[src/rtl/core_pkg.sv]
// Shared core definitions: reset vector, word widths and the fetch FSM encoding.
// Imported by the fetch stage and its FIFO.
package core_pkg;

    localparam int XLEN = 32;
    localparam logic [31:0] DEFAULT_RESET_PC = 32'h0000_0000;

    // Fetch FIFO entry: {pc[31:2], instruction[31:0]}
    localparam int PC_W = 30;
    localparam int ENTRY_W = PC_W + XLEN;

    typedef enum logic [1:0] {
        ST_RUN   = 2'd0,
        ST_STALL = 2'd1,
        ST_HOLD  = 2'd2
    } fetch_state_e;

endpackage

[src/rtl/fetch_fifo.sv]
// Synchronous FIFO with flush, occupancy count and registered head output.
// DEPTH must be a power of two so the pointers wrap naturally.
module fetch_fifo
    import core_pkg::*;
#(
    parameter int DEPTH = 2,
    parameter int WIDTH = ENTRY_W,
    parameter int CNT_W = $clog2(DEPTH) + 1
) (
    input  logic             clk_i,
    input  logic             rst_ni,
    input  logic             flush_i,
    input  logic             push_i,
    input  logic             pop_i,
    input  logic [WIDTH-1:0] wdata_i,
    output logic [WIDTH-1:0] rdata_o,
    output logic [CNT_W-1:0] count_o
);

    localparam int PTR_W = $clog2(DEPTH);
    localparam logic [CNT_W-1:0] FULL_CNT = CNT_W'(DEPTH);

    logic [WIDTH-1:0] mem_q [DEPTH];
    logic [WIDTH-1:0] mem_d [DEPTH];
    logic [PTR_W-1:0] wr_ptr_q, wr_ptr_d;
    logic [PTR_W-1:0] rd_ptr_q, rd_ptr_d;
    logic [CNT_W-1:0] count_q, count_d;
    logic             do_push, do_pop;

    // A full FIFO accepts a push only when the head leaves in the same cycle.
    assign do_pop  = pop_i & (count_q != '0);
    assign do_push = push_i & ((count_q != FULL_CNT) | do_pop);

    always_comb begin
        mem_d    = mem_q;
        wr_ptr_d = wr_ptr_q;
        rd_ptr_d = rd_ptr_q;
        count_d  = count_q;
        if (flush_i) begin
            wr_ptr_d = '0;
            rd_ptr_d = '0;
            count_d  = '0;
        end else begin
            if (do_push) begin
                mem_d[wr_ptr_q] = wdata_i;
                wr_ptr_d        = wr_ptr_q + PTR_W'(1);
            end
            if (do_pop) begin
                rd_ptr_d = rd_ptr_q + PTR_W'(1);
            end
            count_d = count_q + CNT_W'(do_push) - CNT_W'(do_pop);
        end
    end

    always_ff @(posedge clk_i) begin
        if (!rst_ni) begin
            for (int i = 0; i < DEPTH; i++) begin
                mem_q[i] <= '0;
            end
            wr_ptr_q <= '0;
            rd_ptr_q <= '0;
            count_q  <= '0;
        end else begin
            mem_q    <= mem_d;
            wr_ptr_q <= wr_ptr_d;
            rd_ptr_q <= rd_ptr_d;
            count_q  <= count_d;
        end
    end

    assign rdata_o = mem_q[rd_ptr_q];
    assign count_o = count_q;

endmodule

[src/rtl/instr_fetch.sv]
// Fetch stage: PC, redirect handling and a small FIFO feeding decode.
// Define INSTR_FETCH_PERF_EN to build the fetch/stall performance counters.
module instr_fetch
    import core_pkg::*;
#(
    parameter logic [31:0] RESET_PC   = DEFAULT_RESET_PC,
    parameter int          FIFO_DEPTH = 2
) (
    input  logic            clk_i,
    input  logic            rst_ni,
    input  logic            fetch_en_i,
    output logic [31:2]     cache_addr_o,
    input  logic [XLEN-1:0] cache_data_i,
    input  logic            redirect_i,
    input  logic [31:2]     redirect_pc_i,
    output logic            dec_valid_o,
    input  logic            dec_ready_i,
    output logic [XLEN-1:0] dec_instr_o,
    output logic [31:2]     dec_pc_o,
    output logic [31:0]     perf_fetch_o,
    output logic [31:0]     perf_stall_o
);

    localparam int CNT_W = $clog2(FIFO_DEPTH) + 1;
    localparam logic [CNT_W-1:0] FULL_CNT = CNT_W'(FIFO_DEPTH);

    logic [PC_W-1:0]    pc_q, pc_d;
    fetch_state_e       state_q, state_d;
    logic [CNT_W-1:0]   count;
    logic [ENTRY_W-1:0] head;
    logic               full, push, pop;

    assign full = (count == FULL_CNT);
    assign pop  = dec_valid_o & dec_ready_i;
    assign push = fetch_en_i & ~redirect_i & (~full | pop);

    always_comb begin
        pc_d = pc_q;
        if (redirect_i) begin
            pc_d = redirect_pc_i;
        end else if (push) begin
            pc_d = pc_q + 30'd1;
        end
    end

    always_comb begin
        state_d = state_q;
        if (redirect_i) begin
            state_d = fetch_en_i ? ST_RUN : ST_HOLD;
        end else begin
            unique case (state_q)
                ST_RUN: begin
                    if (!fetch_en_i) begin
                        state_d = ST_HOLD;
                    end else if (full && !pop) begin
                        state_d = ST_STALL;
                    end
                end
                ST_STALL: if (pop) state_d = ST_RUN;
                ST_HOLD:  if (fetch_en_i) state_d = ST_RUN;
                default:  state_d = ST_RUN;
            endcase
        end
    end

    always_ff @(posedge clk_i) begin
        if (!rst_ni) begin
            pc_q    <= RESET_PC[31:2];
            state_q <= ST_RUN;
        end else begin
            pc_q    <= pc_d;
            state_q <= state_d;
        end
    end

    fetch_fifo #(
        .DEPTH (FIFO_DEPTH),
        .WIDTH (ENTRY_W)
    ) u_fifo (
        .clk_i   (clk_i),
        .rst_ni  (rst_ni),
        .flush_i (redirect_i),
        .push_i  (push),
        .pop_i   (pop),
        .wdata_i ({pc_q, cache_data_i}),
        .rdata_o (head),
        .count_o (count)
    );

    assign cache_addr_o = pc_q;
    assign dec_valid_o  = (count != '0);
    assign dec_pc_o     = head[ENTRY_W-1:XLEN];
    assign dec_instr_o  = head[XLEN-1:0];

`ifdef INSTR_FETCH_PERF_EN
    logic [31:0] perf_fetch_q, perf_fetch_d;
    logic [31:0] perf_stall_q, perf_stall_d;
    logic        stall_cyc;

    assign stall_cyc = fetch_en_i & ~redirect_i & full & ~pop;

    always_comb begin
        perf_fetch_d = perf_fetch_q + {31'd0, push};
        perf_stall_d = perf_stall_q + {31'd0, stall_cyc};
    end

    always_ff @(posedge clk_i) begin
        if (!rst_ni) begin
            perf_fetch_q <= '0;
            perf_stall_q <= '0;
        end else begin
            perf_fetch_q <= perf_fetch_d;
            perf_stall_q <= perf_stall_d;
        end
    end

    assign perf_fetch_o = perf_fetch_q;
    assign perf_stall_o = perf_stall_q;
`else
    assign perf_fetch_o = 32'h0;
    assign perf_stall_o = 32'h0;
`endif

endmodule

[config.mk]
export PLATFORM = sky130hd
export DESIGN_NAME = instr_fetch
export DESIGN_NICKNAME = d
export VERILOG_FILES = /design/src/rtl/core_pkg.sv /design/src/rtl/fetch_fifo.sv /design/src/rtl/instr_fetch.sv
export SDC_FILE = /design/constraint.sdc
export NUM_CORES = 1
export LEC_CHECK = 0
export BUFFER_PORTS_ARGS = -buffer_cell sky130_fd_sc_hd__buf_2
export CORE_UTILIZATION = 27
export DETAILED_ROUTE_END_ITERATION = 10
export GPL_TIMING_DRIVEN = 0
export RECOVER_POWER = 50
export SYNTH_ARGS = -nofsm -noshare
export SYNTH_HDL_FRONTEND = slang
export SYNTH_SLANG_ARGS = --single-unit
[constraint.sdc]
create_clock -name clk_i -period 2.4 [get_ports clk_i]
set_input_delay 0.24 -clock clk_i [delete_from_list [all_inputs] [get_ports clk_i]]
set_output_delay 0.24 -clock clk_i [all_outputs]
set_load 0.1 [all_outputs]
# [Word level (Yosys, flattened, before mapping)]
# Index checks and enable logic that the tools add are counted.
[totals] ff_bits=158 inputBits=67 output_inout_bits=157 wordCells=41
[classes] add_sub_neg=5 n_lt_le_gt_ge=3 n_eq_ne=2 mux=8 bitwise_logic=12 reduce_logical=5
[op_table] op="$mux W62" count=4
[op_table] op="$bwmux W124" count=1
[op_table] op="$demux W62 S1" count=1
[op_table] op="$mux W30" count=2
[op_table] op="$add A30 B1 Y30 const B" count=1
[op_table] op="$and A1 B1 Y1" count=5
[op_table] op="$ge A2 B2 Y1 const B" count=2
[op_table] op="$not A1 Y2" count=2
[op_table] op="$reduce_bool A2 Y1" count=2
[op_table] op="$not A1 Y1" count=3
[op_table] op="$add A1 B1 Y1 const B" count=2
[op_table] op="$add A2 B1 Y2" count=1
[op_table] op="$eq A2 B2 Y1 const B" count=1
[op_table] op="$lt A2 B1 Y1 const B" count=1
[op_table] op="$ne A2 B2 Y1 const B" count=1
[op_table] op="$or A1 B1 Y1" count=2
[op_table] op="$reduce_and A2 Y1" count=1
[op_table] op="$reduce_or A2 Y1" count=1
[op_table] op="$sub A2 B1 Y2" count=1
[op_table] op="$logic_and A1 B1 Y1" count=1

# [Depth between registers and ports, before layout]
[logic_depth] word_depth=7 ltp_mapped=7 ltp_nobuf=6

# [Modules after synthesis]
# A second synthesis with hierarchy kept.
[hier_totals] hier_cells=871 area_unflattened_um2=7991.4
[modules_own_cells] module="fetch_fifo" instances=1 cells_each=562 area_per_inst_um2=5612.9 seq_area_each_um2=2562.5
[modules_own_cells] module="instr_fetch" instances=1 cells_each=309 area_per_inst_um2=2378.5 seq_area_each_um2=600.6

# [Worst setup path before layout]
# No wires, ideal clock.
[synth_path] path_type="register to register" start="reg pc_q[0] (netlist: cache_addr_o[2])" end="reg pc_q[24] (netlist: cache_addr_o[26])" t_arrival_ns=2.597 required_time_ns=2.325 slack_ns=-0.272 stages_incl_launch_ff=7 n_path_buf=1 period_less_slack_ns=2.672 cell_sequence="dfxtp_1 -> ha_1 -> nand3_1 -> or3_4 -> buf_6 -> or4_1 -> a31oi_1"
[synth_between] elab_chain_cells=3
[synth_rtl] element="start: declaration" line_no="instr_fetch.sv:27" source="logic [PC_W-1:0] pc_q, pc_d;"
[synth_rtl] element="start signal: assignment" line_no="instr_fetch.sv:68" source="pc_q <= RESET_PC[31:2];"
[synth_rtl] element="start signal: assignment" line_no="instr_fetch.sv:71" source="pc_q <= pc_d;"
[synth_rtl] element="$add A30 B1 Y30" line_no="instr_fetch.sv:42" source="pc_d = pc_q + 30'd1;"
[synth_rtl] element="$mux W30" line_no="instr_fetch.sv:41" source="end else if (push) begin"
[synth_rtl] element="$mux W30" line_no="instr_fetch.sv:39" source="if (redirect_i) begin"
# Every way passes these cells. The select of a mux whose other input is x is not followed.
# A chain may end at the register's enable or synchronous reset.

# [Worst setup path after layout]
[layout_path] start="reg u_fifo.rd_ptr_q" end="out dec_instr_o[23]"
[layout_between] elab_chain_cells=4
[layout_rtl] element="start: declaration" line_no="fetch_fifo.sv:26" source="logic [PTR_W-1:0] rd_ptr_q, rd_ptr_d;"
[layout_rtl] element="start signal: assignment" line_no="fetch_fifo.sv:66" source="rd_ptr_q <= rd_ptr_d;"
[layout_rtl] element="$not A1 Y2 (not written as such)" line_no="fetch_fifo.sv:71" source="assign rdata_o = mem_q[rd_ptr_q];"
[layout_rtl] element="$mux W62 (not written as such) (3 in a row)" line_no="fetch_fifo.sv:71"
[layout_rtl] element="end: declaration" line_no="instr_fetch.sv:18" source="output logic [XLEN-1:0] dec_instr_o,"
# Every way passes these cells. The select of a mux whose other input is x is not followed.

==> metrics.csv <==
metric,value,unit
num_io_pins,224,
ys_seq_area_share,42.0,%
grt.total_usage,16.4,%
grt_overflow,0,
dpl_worst_slack,-0.0455,ns
synth_seq_cells,158,
holdPathEnd,u_fifo.mem_q[24]$_SDFFE_PN0P_,
insertedDiodeCount,0,
status,finished clean,
worst_setup_path_end_kind,output port,
wl,23.7,mm
yosys.area.top_type,dfxtp_1,
grt_max_degree,17,
synth.distinct_cells,48,
antenna_found_initial,0,
row_count,60,
cp_data_arrival_time,2.02,ns
worstReg2RegEnd,u_fifo.mem_q[35]$_SDFFE_PN0P_,
p_leak,3.84,nW
slew_viol_final,0,
routed_via_density,4.59,
cts_tree,done,
min-delay-start,cache_data_i[24],
postSynthAreaPerCell,8.01,sq um
port_buffers,159,
wire_per_inst,15.1,um
maxCapViolCount,0,
grt_pass1_wl,36.2,mm
min_period,2.26,ns
rr_worst_depth,7,
final_net_count,1252,
grt_pass1_vias,6578,
regArea,3180,sq um
start_kind,register,
reg2reg_setup_slack,0.17,ns
cts_buffers,17,
initial_core_util,27.7,%
syn_to_final_growth,27.8,%
min_path_type,input port to register,
worstSkewPairLatency,0.42,ns
worst-path-max-fanout,10,
clock_sinks,158,
synth-edff-count,0,
total_power,0.00719,W
route.detailed.drc,0,
drtIter0Drc,504,
core,27200,sq um
cts_root_buf,clkbuf_16,
fmax,443,MHz
syn_inst,941,
path_clk_slew,0.06,ns
dp_hpwl,17.1,mm
synth_ff_type,dfxtp_1,
yosys-top-cells-area,"dfxtp_1 42%, nand2_1 13%, mux2_2 9.3%, a21oi_1 8.8%, buf_4 6.4%",
tns,0,ns
chipHeight,169,um
nFillCells,2918,
die_x,169,um
htree_levels,4,
reg2reg_from,u_fifo.count_o[1]$_SDFF_PP0_,
netlist.area_leader.share,42.0,%
ant_nets,0,
worst_ir_drop_vdd,0.000415,V
power_density,746,nW/um^2
fin_skew,0.00993,ns
hold_depth,3,
die_area,28600,sq um
final_common_cell,nand2_1,
rsz0062_at_grt,no,
dr.pass1.iters,5,
cts_buffer_depth,2,
setup_violations,0,
yosysWarnings,0,
globalplace.congestion,0.813,
max_slew_margin,19.1,%
cp_data_required_time,2.16,ns
drive_gt1_share,27.5,%
hold_violations,0,
period_share,94.1,%
holdBufCountCts,0,
fin_ws,0.143,ns
tightest_slew,1.22,ns
path_class,register to output port,
final_cell_mix,"264 x nand2_1, 145 x dfxtp_1, 132 x a21oi_1",
multi_input_area,3840,sq um
routed-via-count,7200,
synthArstFlopShare,0,%
synth_area,7540,sq um
-- synth_stat cells (all sizes together) (3+ instances only) --
cell type / n
o31ai: 7
inv: 3
xor2: 7
o2111ai: 3
and3: 7
or3: 10
nand4: 14
buf: 76
nor2: 8
and4: 5
and2: 9
a31oi: 20
clkbuf: 56
o311ai: 3
dfxtp: 158
o211ai: 5
nand3: 19
mux2: 62
o21ai: 22
or4: 15
nand2b: 7
a21oi: 132
nand2: 264
xnor2: 3
nor3: 3
a211oi: 3
-- registers in the layout, indices dropped and copies added, names as in the netlist --
| signal | cells |
|---|---|
| u_fifo.mem_q | 124 |
| cache_addr_o | 30 |
| u_fifo.count_o | 2 |
| u_fifo.rd_ptr_q | 1 |
| u_fifo.wr_ptr_q | 1 |
-- timing repair --
action	4_1_cts	5_1_grt
buffers inserted	0	1
resized for setup	8	2
endpoints found under the setup margin	118	14
pin swaps	0	1
-- through the flow --
stage / hold slack [ns] / instances / util (%) / cell area, sq um
floorplan: 0.376 / 1004 / - / 7790
global placement: 0.438 / 1535 / 33.3 / 9050
detailed placement: 0.443 / 1536 / 33.3 / 9060
CTS: 0.0439 / 1566 / 35.6 / 9660
global route: 0.0539 / 1567 / 35.4 / 9630
finish: 0.0678 / 1567 / 35.4 / 9630
-- area by class of cell --
cell class              count  area share [%]
plain buffers             131            7.93
clock buffers              23            5.07
clock inverters             8            1.10
inverters                   4           0.156
multi-input cells         710            39.9
flip-flops and latches    158            33.0
well taps                 372            4.83
repair buffers            161            8.04
-- cells by family after synthesis --
group           count (synthesis)  synth area share (%)
simple gates                  371                  22.2
compound gates                201                  14.8
flops                         158                  42.0
buf+inv                       136                  10.3
mux                            62                  9.26
xor+xnor                       10                  1.16
fa+ha+maj                       2                 0.332
other cells                     1                0.0498
-- worst max-delay path, stage by stage, from the launching register on --
cell      delay (ns)
dfxtp_2         0.49
clkbuf_2        0.37
mux2_2          0.37
clkbuf_2        0.37
-- layer usage --
layer	part of all wire [%]	up-vias	GRT usage [%]
li1	-	3600	-
met1	47	3329	22.0
met2	45	247	26.4
met3	6.3	24	3.11
met4	1.6	0	5.48
met5	0	-	0
-- where the power goes --
group          leakage (nW)  internal (W)  switching, W
Combinational          2.27      0.000288       0.00133
Clock                 0.286       0.00164       0.00111
Sequential             1.29       0.00271      0.000107
Total                  3.84       0.00464       0.00254
-- worst max path at each step --
stage                                  start                            end  cells after the start
5_1_grt        cache_addr_o[17]$_SDFFE_PN0P_  cache_addr_o[26]$_SDFFE_PN0P_                      6
3_3_place_gp                      redirect_i  u_fifo.mem_q[91]$_SDFFE_PN0P_                      6
6_report        u_fifo.rd_ptr_q$_SDFFE_PP0P_                dec_instr_o[23]                      3
2_1_floorplan  cache_addr_o[19]$_SDFFE_PN0P_  cache_addr_o[26]$_SDFFE_PN0P_                      5
4_1_cts         u_fifo.rd_ptr_q$_SDFFE_PP0P_                   dec_pc_o[16]                      3
3_5_place_dp                     dec_ready_i  u_fifo.mem_q[35]$_SDFFE_PN0P_                      8
(Power assumes the default switching activity.)
